==> src/rtl/uart_fifo_ctrl.sv <==
`default_nettype none
// ============================================================================
//  Module      : uart_fifo_ctrl
//  Description : Memory-mapped UART controller. Places a TX FIFO and an RX
//                FIFO between the core data bus and the UART_duplex
//                serializer. Bytes written to DATA are queued and launched
//                one at a time whenever the transmitter is free; bytes
//                received by the UART are captured automatically into the
//                RX FIFO. TX overflow and RX overrun are sticky flags.
//
//  Register map (word offsets, bus_addr):
//    0 DATA    W: push bus_wrdata[7:0] to TX FIFO
//              R: RX head byte (0 when empty), popped at the clock edge
//    1 STATUS  R: [0] tx_full   [1] tx_empty  [2] rx_full  [3] rx_empty
//                 [4] rx_overrun [5] tx_active [6] tx_overflow
//                 [15:8] tx_count [23:16] rx_count  (no side effects)
//    2 CONTROL W: [0] flush TX  [1] flush RX  [2] clear sticky flags
//              R: 0
//    3 reserved (reads 0, writes ignored)
//
//  Ports:
//    clk, rst            system clock, synchronous active-high reset
//    bus_sel             region select from the memory controller
//    bus_wren/bus_rden   write strobe / read (pop) strobe
//    bus_addr            word offset inside the region
//    bus_wrdata          write data
//    bus_rddata          combinational read data
//    uart_tx_data        byte presented to the UART transmitter
//    uart_tx_send        one-cycle launch pulse
//    uart_busy           UART transmitter busy
//    uart_rx_data        byte received by the UART
//    uart_rx_flag        UART byte-received flag
//    uart_rx_flag_clr    one-cycle flag-clear pulse
//
//  DATA_WIDTH must be at least 24 so the STATUS count fields fit.
//
//  Revision    : 1.0 - initial release
// ============================================================================
module uart_fifo_ctrl #(
  parameter int DATA_WIDTH = 32,
  parameter int TX_DEPTH   = 8,
  parameter int RX_DEPTH   = 8,
  parameter int ADDR_WIDTH = 2
) (
  input  logic                  clk,
  input  logic                  rst,
  input  logic                  bus_sel,
  input  logic                  bus_wren,
  input  logic                  bus_rden,
  input  logic [ADDR_WIDTH-1:0] bus_addr,
  input  logic [DATA_WIDTH-1:0] bus_wrdata,
  output logic [DATA_WIDTH-1:0] bus_rddata,
  output logic [7:0]            uart_tx_data,
  output logic                  uart_tx_send,
  input  logic                  uart_busy,
  input  logic [7:0]            uart_rx_data,
  input  logic                  uart_rx_flag,
  output logic                  uart_rx_flag_clr
);

  localparam int c_tx_aw = $clog2(TX_DEPTH);
  localparam int c_rx_aw = $clog2(RX_DEPTH);
  localparam int c_tx_cw = c_tx_aw + 1;
  localparam int c_rx_cw = c_rx_aw + 1;

  localparam logic [ADDR_WIDTH-1:0] c_addr_data   = ADDR_WIDTH'(0);
  localparam logic [ADDR_WIDTH-1:0] c_addr_status = ADDR_WIDTH'(1);
  localparam logic [ADDR_WIDTH-1:0] c_addr_ctrl   = ADDR_WIDTH'(2);

  typedef enum logic [1:0] {
    TX_IDLE       = 2'd0,
    TX_LAUNCH     = 2'd1,
    TX_WAIT_START = 2'd2,
    TX_WAIT_DONE  = 2'd3
  } tx_state_e;

  typedef enum logic [1:0] {
    RX_IDLE = 2'd0,
    RX_CLR  = 2'd1,
    RX_WAIT = 2'd2
  } rx_state_e;

  // --------------------------------------------------------------------------
  // Storage and state
  // --------------------------------------------------------------------------
  logic [7:0]         tx_mem_q [TX_DEPTH];
  logic [c_tx_aw-1:0] tx_wr_ptr_q, tx_rd_ptr_q;
  logic [c_tx_cw-1:0] tx_count_q,  tx_count_d;

  logic [7:0]         rx_mem_q [RX_DEPTH];
  logic [c_rx_aw-1:0] rx_wr_ptr_q, rx_rd_ptr_q;
  logic [c_rx_cw-1:0] rx_count_q,  rx_count_d;

  tx_state_e          tx_state_q, tx_state_d;
  rx_state_e          rx_state_q, rx_state_d;
  logic [7:0]         tx_data_q,  tx_data_d;

  logic               tx_ovf_q, rx_ovr_q;

  // --------------------------------------------------------------------------
  // Bus decode
  // --------------------------------------------------------------------------
  logic wr_acc, rd_acc, sel_data, sel_status, sel_ctrl, ctrl_wr;
  logic tx_flush, rx_flush, sticky_clr;

  assign wr_acc     = bus_sel & bus_wren;
  assign rd_acc     = bus_sel & bus_rden;
  assign sel_data   = (bus_addr == c_addr_data);
  assign sel_status = (bus_addr == c_addr_status);
  assign sel_ctrl   = (bus_addr == c_addr_ctrl);
  assign ctrl_wr    = wr_acc & sel_ctrl;
  assign tx_flush   = ctrl_wr & bus_wrdata[0];
  assign rx_flush   = ctrl_wr & bus_wrdata[1];
  assign sticky_clr = ctrl_wr & bus_wrdata[2];

  // Only the payload byte and the three control bits are consumed.
  logic unused_wrdata_hi;
  assign unused_wrdata_hi = ^bus_wrdata[DATA_WIDTH-1:8];

  // --------------------------------------------------------------------------
  // FIFO status and push/pop qualification
  // --------------------------------------------------------------------------
  logic tx_full, tx_empty, rx_full, rx_empty;
  logic tx_push, tx_pop, tx_ovf_set;
  logic rx_push, rx_pop, rx_ovr_set, rx_capture;

  assign tx_full  = (tx_count_q == c_tx_cw'(TX_DEPTH));
  assign tx_empty = (tx_count_q == '0);
  assign rx_full  = (rx_count_q == c_rx_cw'(RX_DEPTH));
  assign rx_empty = (rx_count_q == '0);

  // TX full check uses the pre-edge count, so a same-cycle FSM pop does not
  // make room for a bus push.
  assign tx_push    = wr_acc & sel_data & ~tx_full;
  assign tx_ovf_set = wr_acc & sel_data &  tx_full;

  // RX side: a bus pop in the same cycle frees the slot for the capture.
  assign rx_pop     = rd_acc & sel_data & ~rx_empty;
  assign rx_push    = rx_capture & (~rx_full | rx_pop);
  assign rx_ovr_set = rx_capture &   rx_full & ~rx_pop;

  always_comb begin
    tx_count_d = tx_count_q + c_tx_cw'(tx_push) - c_tx_cw'(tx_pop);
    rx_count_d = rx_count_q + c_rx_cw'(rx_push) - c_rx_cw'(rx_pop);
  end

  // --------------------------------------------------------------------------
  // TX FSM
  // --------------------------------------------------------------------------
  always_comb begin
    tx_state_d = tx_state_q;
    tx_data_d  = tx_data_q;
    tx_pop     = 1'b0;
    case (tx_state_q)
      TX_IDLE: begin
        if (!tx_empty && !uart_busy) begin
          tx_data_d  = tx_mem_q[tx_rd_ptr_q];
          tx_pop     = 1'b1;
          tx_state_d = TX_LAUNCH;
        end
      end
      TX_LAUNCH:     tx_state_d = TX_WAIT_START;
      TX_WAIT_START: if (uart_busy)  tx_state_d = TX_WAIT_DONE;
      TX_WAIT_DONE:  if (!uart_busy) tx_state_d = TX_IDLE;
      default:       tx_state_d = TX_IDLE;
    endcase
  end

  assign uart_tx_send = (tx_state_q == TX_LAUNCH);
  assign uart_tx_data = tx_data_q;

  // --------------------------------------------------------------------------
  // RX FSM: capture on the first sighting of the flag, then wait for the
  // UART to drop it so each assertion is taken exactly once.
  // --------------------------------------------------------------------------
  always_comb begin
    rx_state_d = rx_state_q;
    rx_capture = 1'b0;
    case (rx_state_q)
      RX_IDLE: begin
        if (uart_rx_flag) begin
          rx_capture = 1'b1;
          rx_state_d = RX_CLR;
        end
      end
      RX_CLR:  rx_state_d = RX_WAIT;
      RX_WAIT: if (!uart_rx_flag) rx_state_d = RX_IDLE;
      default: rx_state_d = RX_IDLE;
    endcase
  end

  assign uart_rx_flag_clr = (rx_state_q == RX_CLR);

  // --------------------------------------------------------------------------
  // Sequential state
  // --------------------------------------------------------------------------
  always_ff @(posedge clk) begin
    if (rst) begin
      tx_state_q <= TX_IDLE;
      rx_state_q <= RX_IDLE;
      tx_data_q  <= '0;
      tx_ovf_q   <= 1'b0;
      rx_ovr_q   <= 1'b0;
    end else begin
      tx_state_q <= tx_state_d;
      rx_state_q <= rx_state_d;
      tx_data_q  <= tx_data_d;
      // A new error on the clearing edge wins over the clear.
      tx_ovf_q   <= (tx_ovf_q & ~sticky_clr) | tx_ovf_set;
      rx_ovr_q   <= (rx_ovr_q & ~sticky_clr) | rx_ovr_set;
    end
  end

  // Flush overrides any push/pop on the same edge.
  always_ff @(posedge clk) begin
    if (rst || tx_flush) begin
      tx_wr_ptr_q <= '0;
      tx_rd_ptr_q <= '0;
      tx_count_q  <= '0;
    end else begin
      if (tx_push) tx_wr_ptr_q <= tx_wr_ptr_q + c_tx_aw'(1);
      if (tx_pop)  tx_rd_ptr_q <= tx_rd_ptr_q + c_tx_aw'(1);
      tx_count_q <= tx_count_d;
    end
  end

  always_ff @(posedge clk) begin
    if (rst || rx_flush) begin
      rx_wr_ptr_q <= '0;
      rx_rd_ptr_q <= '0;
      rx_count_q  <= '0;
    end else begin
      if (rx_push) rx_wr_ptr_q <= rx_wr_ptr_q + c_rx_aw'(1);
      if (rx_pop)  rx_rd_ptr_q <= rx_rd_ptr_q + c_rx_aw'(1);
      rx_count_q <= rx_count_d;
    end
  end

  // Storage arrays need no reset: contents are only visible via the pointers.
  always_ff @(posedge clk) begin
    if (tx_push) tx_mem_q[tx_wr_ptr_q] <= bus_wrdata[7:0];
  end

  always_ff @(posedge clk) begin
    if (rx_push) rx_mem_q[rx_wr_ptr_q] <= uart_rx_data;
  end

  // --------------------------------------------------------------------------
  // Read data mux
  // --------------------------------------------------------------------------
  always_comb begin
    bus_rddata = '0;
    if (sel_data) begin
      if (!rx_empty) bus_rddata[7:0] = rx_mem_q[rx_rd_ptr_q];
    end else if (sel_status) begin
      bus_rddata[0]     = tx_full;
      bus_rddata[1]     = tx_empty;
      bus_rddata[2]     = rx_full;
      bus_rddata[3]     = rx_empty;
      bus_rddata[4]     = rx_ovr_q;
      bus_rddata[5]     = (tx_state_q != TX_IDLE);
      bus_rddata[6]     = tx_ovf_q;
      bus_rddata[15:8]  = 8'(tx_count_q);
      bus_rddata[23:16] = 8'(rx_count_q);
    end
  end

endmodule
`default_nettype wire

==> config.mk <==
export PLATFORM = sky130hd
export DESIGN_NAME = uart_fifo_ctrl
export DESIGN_NICKNAME = d
export VERILOG_FILES = /design/src/rtl/uart_fifo_ctrl.sv
export SDC_FILE = /design/constraint.sdc
export NUM_CORES = 1
export LEC_CHECK = 0
export BUFFER_PORTS_ARGS = -buffer_cell sky130_fd_sc_hd__clkbuf_2
export CELL_PAD_IN_SITES_DETAIL_PLACEMENT = 2
export CELL_PAD_IN_SITES_GLOBAL_PLACEMENT = 2
export CORE_ASPECT_RATIO = 0.75
export CORE_MARGIN = 3
export CORE_UTILIZATION = 45
export DETAILED_ROUTE_END_ITERATION = 10
export GPL_TIMING_DRIVEN = 0
export PLACE_DENSITY = 0.92
export SLEW_MARGIN = 20
export SYNTH_ARGS = -nofsm -noshare
export SYNTH_HDL_FRONTEND = slang
export SYNTH_SLANG_ARGS = --single-unit
==> constraint.sdc <==
create_clock -name clk -period 4.9 [get_ports clk]
set_input_delay 0 -clock clk [delete_from_list [all_inputs] [get_ports clk]]
set_output_delay 0 -clock clk [all_outputs]
set_load 0.02 [all_outputs]
==> metrics.cfg <==
[logic_synthesis]
synth-adder-area-share_pct=4.31
yosys_warnings=0
synth_top_area_cell=edfxtp_1
synth-seq-cells=165
netlist_area_mm2=0.00703
synthMuxAreaShare_pct=12.5
async_flop_share_pct=0
yosys.area_share.simple_pct=7.69
ys_seq_area_share_pct=65.2
yosys-top-cells-area=edfxtp_1 55%, dfxtp_1 11%, mux4_2 9.3%
yosys-top-cells-count=128 x edfxtp_1, 42 x nor2_1, 37 x dfxtp_1
synth_edf_count=128
yosysMostFrequentCell=edfxtp_1
ys_types=54
netlist.area_leader.share_pct=54.7
synth_compound_area_share_pct=4.64
synth_top_family_by_area=multiplexers
synth_xor_area_share_pct=1.12
synth_cells=443
ys.flop_type=edfxtp_1
syn_avg_cell_area_um2=15.9

[power_and_ir_drop]
share_seq_of_total_power_pct=40.9
combPwrFrac_pct=25.9
p_int_mw=2.74
power_switching_mw=1.36
peakVddDrop_v=0.000243
clkPwrFrac_pct=33.2
power.density_mw_per_mm2=485
leakagePower_nw=3.01
p_sw_share_pct=33.1

[detailed_routing]
drt_iter0_markers=613
num_vias=4661
dr.pass1.iters=5
drc=0
wirelength_um=26100
viasPerCell=6.11
routedWlPerCell_um=34.2
final_antenna_net_count=0

[clocking]
clock_path_buffers=2
cts-root-buf=clkbuf_16
cts_buffers=17
cts_tree=built
post_cts_buffers=0
htreeDepth=4
cts_resized=0
insertion_delay_ps=450
cts.reportedPaths.clkPinSlew_ps=80
clock-sinks=165

[cells_and_area]
nNetsFinal=622
diodes=0
fin_util_pct=56.7
drive_above_1_share_pct=31.4
syn2layout_area_growth_pct=20.0

[floorplanning]
start_util_pct=47.2
die-area_mm2=0.0172
fp.dieH_um=114
row_count=38
core_area_mm2=0.0149
die_x_um=150
io_pins=91

[timing]
fin_crit_ps=3280
skew_ps=18.9
hold_viol_final=0
final.setup.worst_slack_ps=1620
period_share_pct=67.0
worstMarginPinSlew_ps=1080
maxSlewViolCount=0
fmax_mhz=305
fin_setup_tns_ps=0
relSlewSlack_pct=27.5
grt_setup_unrepaired=no
setup_viol=0

[placed_design]
io_buffer_count=49
gp_congestion=0.751
place_ws_ps=1940
hpwl_um=14400

[min_path]
hp-class=input pin to flop

[worst_setup_path]
end_kind=flop
reg2reg_slack_ps=1620
path_class=flop to flop
arrival_ps=3600
crit_path_max_fanout=10
cp.required_ps=5220
crit_path_start_kind=flop

[grt]
grt_usage_pct=31.8
grt_max_degree=17
overflow=0
grt_pass1_wl_um=37400
grt_pass1_vias=4979
antenna_found_initial=0

[job]
cap_violations=0

[run_status]
status=complete, no violations

## cell families (layout without fill, tap and decap cells)
kind of cell | count (synthesis) | count (layout)
DFF | 165 | 165
and+or+nand+nor | 100 | 100
buffers and inverters | 52 | 157
muxes | 51 | 51
AOI/OAI and AO/OA | 42 | 42
adders and majority gates | 23 | 23
xor gates and xnor gates | 9 | 9
other | 1 | 16
## through the flow
| stage | power (mW) | area (um2) | cells | hold WS [ps] |
|---|---|---|---|---|
| floorplan | 2.32 | 7090 | 458 | 98.9 |
| global placement | 2.52 | 7580 | 707 | 269 |
| detailed placement | 2.63 | 7670 | 712 | 292 |
| CTS | 4.04 | 8430 | 763 | 128 |
| global route | 4.20 | 8440 | 763 | 147 |
| finish | 4.09 | 8440 | 763 | 105 |
## layout by cell type, fill, tap and decap left out, types with 17 or more instances in the layout
cell / instances
clkbuf_16: 17
clkbuf_2: 50
edfxtp_1: 128
dlygate4sd3_1: 19
mux4_2: 29
nor2_1: 41
ha_1: 21
dfxtp_1: 37
buf_4: 24
inv_1: 17
## metal layers
| metal | track usage [%] | up-vias | part of all wire (%) |
|---|---|---|---|
| met5 | 0 | - | 0 |
| met3 | 8.03 | 55 | 8.2 |
| met1 | 40.8 | 2443 | 39 |
| met2 | 52.2 | 295 | 49 |
| met4 | 12.7 | 0 | 3.4 |
| li1 | - | 1868 | - |
## worst paths after layout
| path | from | to | cells past startpoint |
|---|---|---|---|
| setup / recovery | tx_count_q[2]$_SDFF_PP0_ | tx_count_q[2]$_SDFF_PP0_ | 13 |
| hold / removal | uart_busy | tx_state_q[0]$_SDFFE_PP0P_ | 3 |
| setup reg to reg | tx_count_q[2]$_SDFF_PP0_ | tx_count_q[2]$_SDFF_PP0_ | 13 |
| hold reg to reg | rx_state_q[1]$_SDFFE_PP0P_ | rx_state_q[1]$_SDFFE_PP0P_ | 2 |
## layout make-up
cell class	count	area (um2)
inverter	18	67.6
clock inverter	11	104
buffer	34	245
multi-input combinational	241	2260
tap	200	250
timing repair buffer	73	468
fill	1293	6440
sequential	165	4580
clock buffer	21	460
## worst max-delay path, cell delays in order, from the launching register on
cell and delay (ps):
dfxtp_1 300, inv_1 160, ha_1 210, or3b_1 420
and3b_1 240, buf_6 160, buf_12 160, ha_1 320
inv_1 70, ha_1 230, inv_1 120, fa_1 430
xor2_1 250, nor2_1 70
## state kept, by name (all words and copies together), names as in the netlist, named ones only
name,flops
rx_rd_ptr_q,3
rx_mem_q,64
tx_rd_ptr_q,3
rx_count_q,4
rx_wr_ptr_q,3
tx_state_q,2
rx_state_q,2
rx_ovr_q,1
tx_ovf_q,1
tx_count_q,4
tx_mem_q,64
uart_tx_data,8
tx_wr_ptr_q,3
## timing repair
| item | in CTS | in global routing |
|---|---|---|
| endpoints found under the setup margin | 0 | 0 |
| hold buffers | 19 | 0 |
| hold endpoints to repair | 135 | 0 |
## power groups by stage
stage          Clock (mW)  Combinational, mW  Sequential (mW)
5_1_grt              1.41               1.11             1.68
3_3_place_gp            0              0.843             1.68
2_1_floorplan           0              0.618             1.70
4_1_cts              1.34               1.03             1.67
6_report             1.36               1.06             1.67
3_5_place_dp            0              0.940             1.69
(Power assumes the default switching activity.)
